**src/rtl/sha1_pkg.sv**
```systemverilog
// Shared SHA-1 definitions for the core arbiter and its HMAC users.
//   BLOCK_W / DIGEST_W : SHA-1 block and digest widths
//   state_t            : arbiter FSM states
//   HMAC_IPAD/OPAD     : HMAC inner/outer pad blocks
package sha1_pkg;
    localparam int BLOCK_W  = 512;
    localparam int DIGEST_W = 160;

    typedef enum logic [2:0] {
        IDLE,
        OWN,
        WAIT_LOW,
        WAIT_HIGH,
        PARK
    } state_t;

    localparam logic [BLOCK_W-1:0] HMAC_IPAD = {64{8'h36}};
    localparam logic [BLOCK_W-1:0] HMAC_OPAD = {64{8'h5c}};
endpackage

```
**src/rtl/sha1_arbiter_rr_picker.sv**
```systemverilog
// rr_picker: combinational round-robin winner selection.
//   req     : request vector
//   ptr     : index of the last granted requester
//   win     : one-hot winner (first requester above ptr, wrapping)
//   win_idx : binary index of the winner
//   found   : at least one request present
module rr_picker #(
    parameter int NREQ  = 2,
    parameter int IDX_W = 1
) (
    input  logic [NREQ-1:0]  req,
    input  logic [IDX_W-1:0] ptr,
    output logic [NREQ-1:0]  win,
    output logic [IDX_W-1:0] win_idx,
    output logic             found
);
    logic [IDX_W-1:0] cand;

    always_comb begin
        win     = '0;
        win_idx = '0;
        found   = 1'b0;
        cand    = '0;
        // offset NREQ lands back on ptr itself, so it has lowest priority
        for (int off = 1; off <= NREQ; off++) begin
            cand = IDX_W'((int'(ptr) + off) % NREQ);
            if (!found && req[cand]) begin
                found     = 1'b1;
                win[cand] = 1'b1;
                win_idx   = cand;
            end
        end
    end
endmodule

```
**src/rtl/sha1_arbiter.sv**
```systemverilog
// sha1_arbiter: shares one SHA-1 core between NREQ requesters.
//   req/gnt             : level request per requester, registered one-hot grant
//   cli_init/cli_next   : command pulses from requesters (only the granted one counts)
//   cli_block           : packed blocks, requester i at [i*BLOCK_W +: BLOCK_W]
//   cli_ready           : ready to the granted requester while the core is idle
//   cli_digest          : core digest broadcast to everyone
//   sha1_init/next/block: registered command to the core
//   sha1_ready/digest   : core status and result
//   proto_err           : sticky protocol error flag
module sha1_arbiter #(
    parameter int NREQ        = 2,
    parameter int BLOCK_W     = sha1_pkg::BLOCK_W,
    parameter int DIGEST_W    = sha1_pkg::DIGEST_W,
    parameter int LOW_TIMEOUT = 4
) (
    input  logic                    clk,
    input  logic                    rst,
    input  logic [NREQ-1:0]         req,
    output logic [NREQ-1:0]         gnt,
    input  logic [NREQ-1:0]         cli_init,
    input  logic [NREQ-1:0]         cli_next,
    input  logic [NREQ*BLOCK_W-1:0] cli_block,
    output logic [NREQ-1:0]         cli_ready,
    output logic [DIGEST_W-1:0]     cli_digest,
    output logic                    sha1_init,
    output logic                    sha1_next,
    output logic [BLOCK_W-1:0]      sha1_block,
    input  logic                    sha1_ready,
    input  logic [DIGEST_W-1:0]     sha1_digest,
    output logic                    proto_err
);
    import sha1_pkg::*;

    localparam int IDX_W = (NREQ > 1) ? $clog2(NREQ) : 1;
    localparam int CNT_W = (LOW_TIMEOUT > 1) ? $clog2(LOW_TIMEOUT) : 1;
    localparam logic [CNT_W-1:0] CNT_LIM = CNT_W'(LOW_TIMEOUT - 1);

    state_t             state;
    logic [IDX_W-1:0]   ptr;
    logic [CNT_W-1:0]   low_cnt;
    logic [NREQ-1:0]    win;
    logic [IDX_W-1:0]   win_idx;
    logic               win_found;
    logic [BLOCK_W-1:0] g_block;
    logic               g_init, g_next, g_req;
    logic               cmd_any, stray_cmd, dual_cmd, timeout, err_now;

    rr_picker #(.NREQ(NREQ), .IDX_W(IDX_W)) u_pick (
        .req     (req),
        .ptr     (ptr),
        .win     (win),
        .win_idx (win_idx),
        .found   (win_found)
    );

    // gnt is one-hot, so masking selects the owner's signals
    always_comb begin
        g_block = '0;
        for (int i = 0; i < NREQ; i++)
            if (gnt[i]) g_block |= cli_block[i*BLOCK_W +: BLOCK_W];
    end

    assign g_init  = |(cli_init & gnt);
    assign g_next  = |(cli_next & gnt);
    assign g_req   = |(req & gnt);
    assign cmd_any = |(cli_init | cli_next);

    // commands from non-owners or outside OWN are dropped and flagged
    assign stray_cmd = (|((cli_init | cli_next) & ~gnt)) || (state != OWN && cmd_any);
    assign dual_cmd  = (state == OWN) && g_init && g_next;
    assign timeout   = (state == WAIT_LOW) && sha1_ready && (low_cnt == CNT_LIM);
    assign err_now   = stray_cmd || dual_cmd || timeout;

    assign cli_ready  = gnt & {NREQ{(state == OWN) && sha1_ready}};
    assign cli_digest = sha1_digest;

    always_ff @(posedge clk or negedge rst) begin
        if (!rst) begin
            state      <= IDLE;
            ptr        <= IDX_W'(NREQ - 1);
            gnt        <= '0;
            low_cnt    <= '0;
            sha1_init  <= 1'b0;
            sha1_next  <= 1'b0;
            sha1_block <= '0;
            proto_err  <= 1'b0;
        end else begin
            sha1_init <= 1'b0;
            sha1_next <= 1'b0;
            if (err_now) proto_err <= 1'b1;
            unique case (state)
                IDLE: if (win_found) begin
                    gnt   <= win;
                    ptr   <= win_idx;
                    state <= OWN;
                end
                // a command in the same cycle as a req drop still goes out;
                // the release then happens once it completes
                OWN: if (g_init || g_next) begin
                    sha1_block <= g_block;
                    sha1_init  <= g_init;
                    sha1_next  <= g_next && !g_init;
                    low_cnt    <= '0;
                    state      <= WAIT_LOW;
                end else if (!g_req) begin
                    gnt   <= '0;
                    state <= PARK;
                end
                // core must acknowledge by dropping ready; if it never does,
                // give the requester the core back and flag it
                WAIT_LOW: if (!sha1_ready) begin
                    state <= WAIT_HIGH;
                end else if (low_cnt == CNT_LIM) begin
                    state <= OWN;
                end else begin
                    low_cnt <= low_cnt + 1'b1;
                end
                WAIT_HIGH: if (sha1_ready) begin
                    if (g_req) begin
                        state <= OWN;
                    end else begin
                        gnt   <= '0;
                        state <= PARK;
                    end
                end
                PARK:    state <= IDLE;
                default: state <= IDLE;
            endcase
        end
    end
endmodule

```
**config.mk**
```make
export PLATFORM = sky130hd
export DESIGN_NAME = sha1_arbiter
export DESIGN_NICKNAME = d
export VERILOG_FILES = /design/src/rtl/sha1_pkg.sv /design/src/rtl/sha1_arbiter_rr_picker.sv /design/src/rtl/sha1_arbiter.sv
export SDC_FILE = /design/constraint.sdc
export NUM_CORES = 1
export LEC_CHECK = 0
export CELL_PAD_IN_SITES_DETAIL_PLACEMENT = 2
export CELL_PAD_IN_SITES_GLOBAL_PLACEMENT = 2
export CORE_AREA = 2 2 726 728
export DETAILED_ROUTE_END_ITERATION = 16
export DIE_AREA = 0 0 728 730
export MAX_ROUTING_LAYER = met4
export PLACE_DENSITY = 0.3
export SETUP_SLACK_MARGIN = 0.1
export SLEW_MARGIN = 40
export SYNTH_ARGS = -nofsm -noshare
export SYNTH_HDL_FRONTEND = slang
export SYNTH_SLANG_ARGS = --single-unit
```
**constraint.sdc**
```tcl
create_clock -name clk -period 1.7 [get_ports clk]
set_clock_uncertainty 0.15 [all_clocks]
set_input_delay 0.51 -clock clk [delete_from_list [all_inputs] [get_ports clk]]
set_output_delay 0.51 -clock clk [all_outputs]
set_load 0.01 [all_outputs]
```
# Yosys cells after proc, flatten, opt, wreduce, memory -nomap -nowiden
# Index checks and enable logic that the tools add are counted.
dict set report op_classes {
  n_mux 37
  bitwise_logic 9
  n_lt_le_gt_ge 4
  n_reduce_logical 29
  add_sub_neg 3
  n_eq_ne 13
}
# op count
set ops {}
lappend ops {{$mux 512} 2}
lappend ops {{$or 512x512->512} 1}
lappend ops {{$mux 3} 7}
lappend ops {{$mux 2} 9}
lappend ops {{$mux 1} 14}
lappend ops {{$pmux 3 s4} 1}
lappend ops {{$reduce_and 4->1} 3}
lappend ops {{$and 2x2->2} 5}
lappend ops {{$logic_and 1x1->1} 10}
lappend ops {{$reduce_or 2->1} 5}
lappend ops {{$ne 2x2->1 const B} 4}
lappend ops {{$eq 3x2->1 const B} 2}
lappend ops {{$ne 3x2->1 const B} 2}
lappend ops {{$pmux 2 s3} 1}
lappend ops {{$logic_or 1x1->1} 4}
lappend ops {{$lt 1x2->1 const B} 2}
lappend ops {{$ne 2x1->1 const B} 2}
lappend ops {{$or 2x2->2} 2}
lappend ops {{$pmux 2 s2} 1}
lappend ops {{$reduce_and 2->1} 2}
lappend ops {{$eq 3x1->1 const B} 1}
lappend ops {{$logic_not 3->1} 1}
lappend ops {{$ne 3x1->1 const B} 1}
lappend ops {{$reduce_bool 3->1} 1}
lappend ops {{other kinds (8)} 12}
dict set report word_totals {
  input_bits 1193
  regBits 523
  elab_cells 103
  output_inout_bits 679
}

# Depth between registers and ports, before layout
dict set report logic_depth {
  depth_word 10
  ltp_mapped 8
}

# By module
# From an unflattened synthesis, not the netlist that was laid out.
dict set report unflattened {
  cells_unflattened 1938
  area_unflattened_um2 25766.0
}
# mod seq_area_each_um2 area_each_um2 cells_each instances
set by_module_without_submodules {}
lappend by_module_without_submodules {sha1_arbiter 13088.8 25733.4 1933 1}
lappend by_module_without_submodules {rr_picker 0.0 32.5 5 1}

# Worst setup path after synthesis
# Ideal clock, no wire load.
dict set report synth_path {
  path_kind {flip-flop to output port}
  startpoint {reg gnt[1]}
  endpoint {out cli_ready[1]}
  t_required_ns 1.040
  path_slack_ns -0.204
  stages_incl_launch_ff 5
  n_path_buf 3
  arrival_time_ns 1.244
  cell_sequence {dfrtp_1 buf_2 buf_2 buf_1 and3_1}
}
dict set report synth_between {
  elab_chain_len 1
}
# element line
set synth_lines {}
lappend synth_lines {{start: declaration} sha1_arbiter.sv:19} ;# output logic [NREQ-1:0] gnt,
lappend synth_lines {{start signal: assignment} sha1_arbiter.sv:93} ;# gnt <= win;
lappend synth_lines {{$and 2x2->2} sha1_arbiter.sv:74} ;# assign cli_ready = gnt & {NREQ{(state == OWN) && sha1_ready}};
lappend synth_lines {{end: declaration} sha1_arbiter.sv:23} ;# output logic [NREQ-1:0] cli_ready,
# Every way passes these cells.

# Worst setup path after layout
dict set report layout_path {
  startpoint {reg state[2]}
  endpoint {reg sha1_block[86]}
}
dict set report layout_between {
  elab_chain_len 2
}
# element line
set layout_lines {}
lappend layout_lines {{start: declaration} sha1_arbiter.sv:38} ;# state_t state;
lappend layout_lines {{start signal: assignment} sha1_arbiter.sv:79} ;# state <= IDLE;
lappend layout_lines {{start signal: assignment} sha1_arbiter.sv:95} ;# state <= OWN;
lappend layout_lines {{start signal: assignment} sha1_arbiter.sv:104} ;# state <= WAIT_LOW;
lappend layout_lines {{$eq 3x1->1} sha1_arbiter.sv:91} ;# unique case (state)
lappend layout_lines {{$reduce_and 2->1 (no line)} --}
lappend layout_lines {{end signal: assignment} sha1_arbiter.sv:100} ;# sha1_block <= g_block;
lappend layout_lines {{end: declaration} sha1_arbiter.sv:27} ;# output logic [BLOCK_W-1:0] sha1_block,
# Every way passes these cells.
# A chain may end at the register's enable or synchronous reset.

==> impl_metrics.tcl <==
set metrics [dict create \
    status "complete, but fails checks" \
    violations "negative setup slack" \
    cts_sinks 523 \
    fp.dieW_um 728 \
    multi_input_area_um2 15200 \
    ys_warn_count 0 \
    routabilityCongestion 0.822 \
    hp-start "cli_block[885]" \
    drcViolationCount 0 \
    relSlewSlack_pct 60.6 \
    finalMaxSlewViolations 0 \
    cts_tree "yes" \
    pin_count 1872 \
    peakVddDrop_mv 0.786 \
    areaGrowthSynthToFinish_pct 145 \
    htreeDepth 3 \
    rsz0062_at_grt "yes" \
    setup_ws_ns -0.987 \
    powerDensity_nw_per_um2 1950 \
    p_total_w 0.130 \
    firstDrtPassIters 4 \
    hold_class "in2reg" \
    numCtsBuffers 91 \
    cp-start-kind "flip-flop" \
    grt_pass1_vias 32500 \
    dpl.hpwl_um 291000 \
    clock-root-buffer "clkbuf_16" \
    yosys_register_bits 523 \
    die_y_um 730 \
    routed_wl_um 356000 \
    synth_cell_types 36 \
    cap_violations 0 \
    final_common_cell "clkdlybuf4s50_1" \
    path_class "reg2reg" \
    drt_iter0_drc 1007 \
    portBuffers 1551 \
    post-route-util_pct 12.7 \
    clock.fmax_ghz 0.372 \
    hold_violations 0 \
    rows 266 \
    postSynthCellCount 2507 \
    clkLatencyLatePin_ns 0.87 \
    wire_per_inst_um 30.9 \
    fin_crit_ns 2.69 \
    final_cell_mix "clkdlybuf4s50_1, nor2_1, dfrtp_1" \
    critPathMaxFanout 8 \
    via_count 29800 \
    r2r-start "state[2]" \
    synth_area_um2 27200 \
    synth_fp_nets 3701 \
    tightest_slew_ns 0.591 \
    min_period_over_period_pct 158 \
    design.die.area_um2 531000 \
    grt_pass1_wl_um 412000 \
    ys_seq_area_share_pct 48.2 \
    grt.overflow.total 0 \
    antenna_found_initial 101 \
    core_area_um2 524000 \
    clockBufferDepth 4 \
    grt_max_degree 48 \
    crit_start "state[2]" \
    syn_area_per_cell_um2 10.8 \
    drt-vias-per-instance 2.59 \
    fill_cells 59600 \
    path_clk_slew_ns 0.07 \
    ant_nets 0 \
    cp.arrival_ns 3.26 \
    cp-end-kind "flip-flop" \
    finalSetupViolCount 1040 \
    critPathRequiredTime_ns 2.27 \
    start_util_pct 5.19 \
    drive_gt1_share_pct 46.5 \
    fin_nets 5597 \
    grt_usage_pct 12.5 \
    seq_area_um2 13100 \
    p_leak_nw 24.9 \
]
## cell type report
class / count / share of cell area, %
Clock inverter: 31 / 0.573
Antenna cell: 80 / 0.301
Timing Repair Buffer: 2195 / 39.5
Multi-Input combinational cell: 1590 / 22.8
Clock buffer: 129 / 3.98
Sequential cell: 523 / 19.7
Inverter: 2 / 0.0113
Tap cell: 6968 / 13.1
## stage by stage
step | setup slack [ns] | cell area (µm²) | hold WS, ns | TNS (ns) | instances
finish | -0.987 | 66600 | 0.138 | -549.48 | 11500
global route | -1.02 | 66600 | 0.0836 | -651.18 | 11500
CTS | -1.03 | 60200 | 0.0500 | -535.41 | 11300
detailed placement | -1.41 | 55400 | 0.222 | -565.14 | 11100
global placement | -1.62 | 55300 | 0.217 | -568.41 | 11000
floorplan | -0.0618 | 27400 | 0.0644 | -28.54 | 2507
## flip-flops by register name, summed over array words and instances (netlist names)
name and cells:
sha1_block 512, proto_err 1, state 3, gnt 2, sha1_next 1, sha1_init 1
low_cnt 2, ptr 1
## routing by layer
layer | track usage, % | part of all wire [%] | up-vias
met5 | - | 0 | -
met4 | 2.87 | 2.4 | 0
met3 | 6.86 | 12 | 327
met2 | 20.3 | 48 | 1274
met1 | 13.3 | 38 | 15300
li1 | - | - | 12900
## what timing repair did
action                                  CTS  global route
cloned                                    9            76
endpoints found under the hold margin   377             0
pin swaps                                18           184
setup endpoints to repair              1040          1040
resized for setup                      1314           728
setup buffers                            69            74
hold buffers                              2             0
## cell usage after synthesis (all sizes together)
cell type	instances	area, µm²
nand3	5	25.0
nor3b	2	26.3
a22o	2	17.5
a21oi	4	20.0
a21boi	1	7.51
o21ai	9	45.0
clkbuf	74	289
a221oi	512	7360
and2	2	12.5
buf	318	2210
nand2b	1	6.26
a32o	3	30.0
ha	1	12.5
nor2b	2	12.5
a31o	1	8.76
o21a	2	15.0
and3	2	12.5
a41oi	1	8.76
dfstp	1	26.3
nor4	1	6.26
nor3	2	10.0
nand2	6	22.5
inv	2	7.51
a311oi	2	17.5
nand4b	1	8.76
a31oi	1	6.26
dfrtp	522	13100
mux2i	2	20.0
nor2	1025	3850
## critical path, cell delays in order, from the launching register on
cell,delay [ns]
dfrtp_1,0.41
nor3b_4,0.25
buf_4,0.15
buf_6,0.10
o21ai_4,0.09
buf_6,0.13
buf_16,0.14
buf_16,0.26
a221oi_4,0.47
buf_4,0.21
nor2_2,0.03
## where the power goes
part	total [W]	switching [W]	internal, W
Sequential	0.0281	0.00884	0.0192
Clock	0.0198	0.00807	0.0118
Combinational	0.0822	0.0438	0.0385
## path summary, 6_finish.rpt
check / end / slack, ns / depth (start not counted)
worst max-delay path: sha1_block[86] / -0.99 / 10
worst min-delay path: sha1_block[373] / 0.14 / 3
worst max register to register: sha1_block[86] / -0.99 / 10
worst min register to register: low_cnt[0] / 0.35 / 1
max in group asynchronous: sha1_block[420] / 0.25 / 3
min in group asynchronous: sha1_block[25] / 0.21 / 3
## kinds of logic after synthesis
| family | synth area share, % |
|---|---|
| mux | 0.0737 |
| compound gates | 27.8 |
| buf+inv | 9.23 |
| flops | 48.2 |
| simple gates | 14.7 |
| fa+ha+maj | 0.0461 |
No activity file was read; power rests on OpenSTA's default activity.
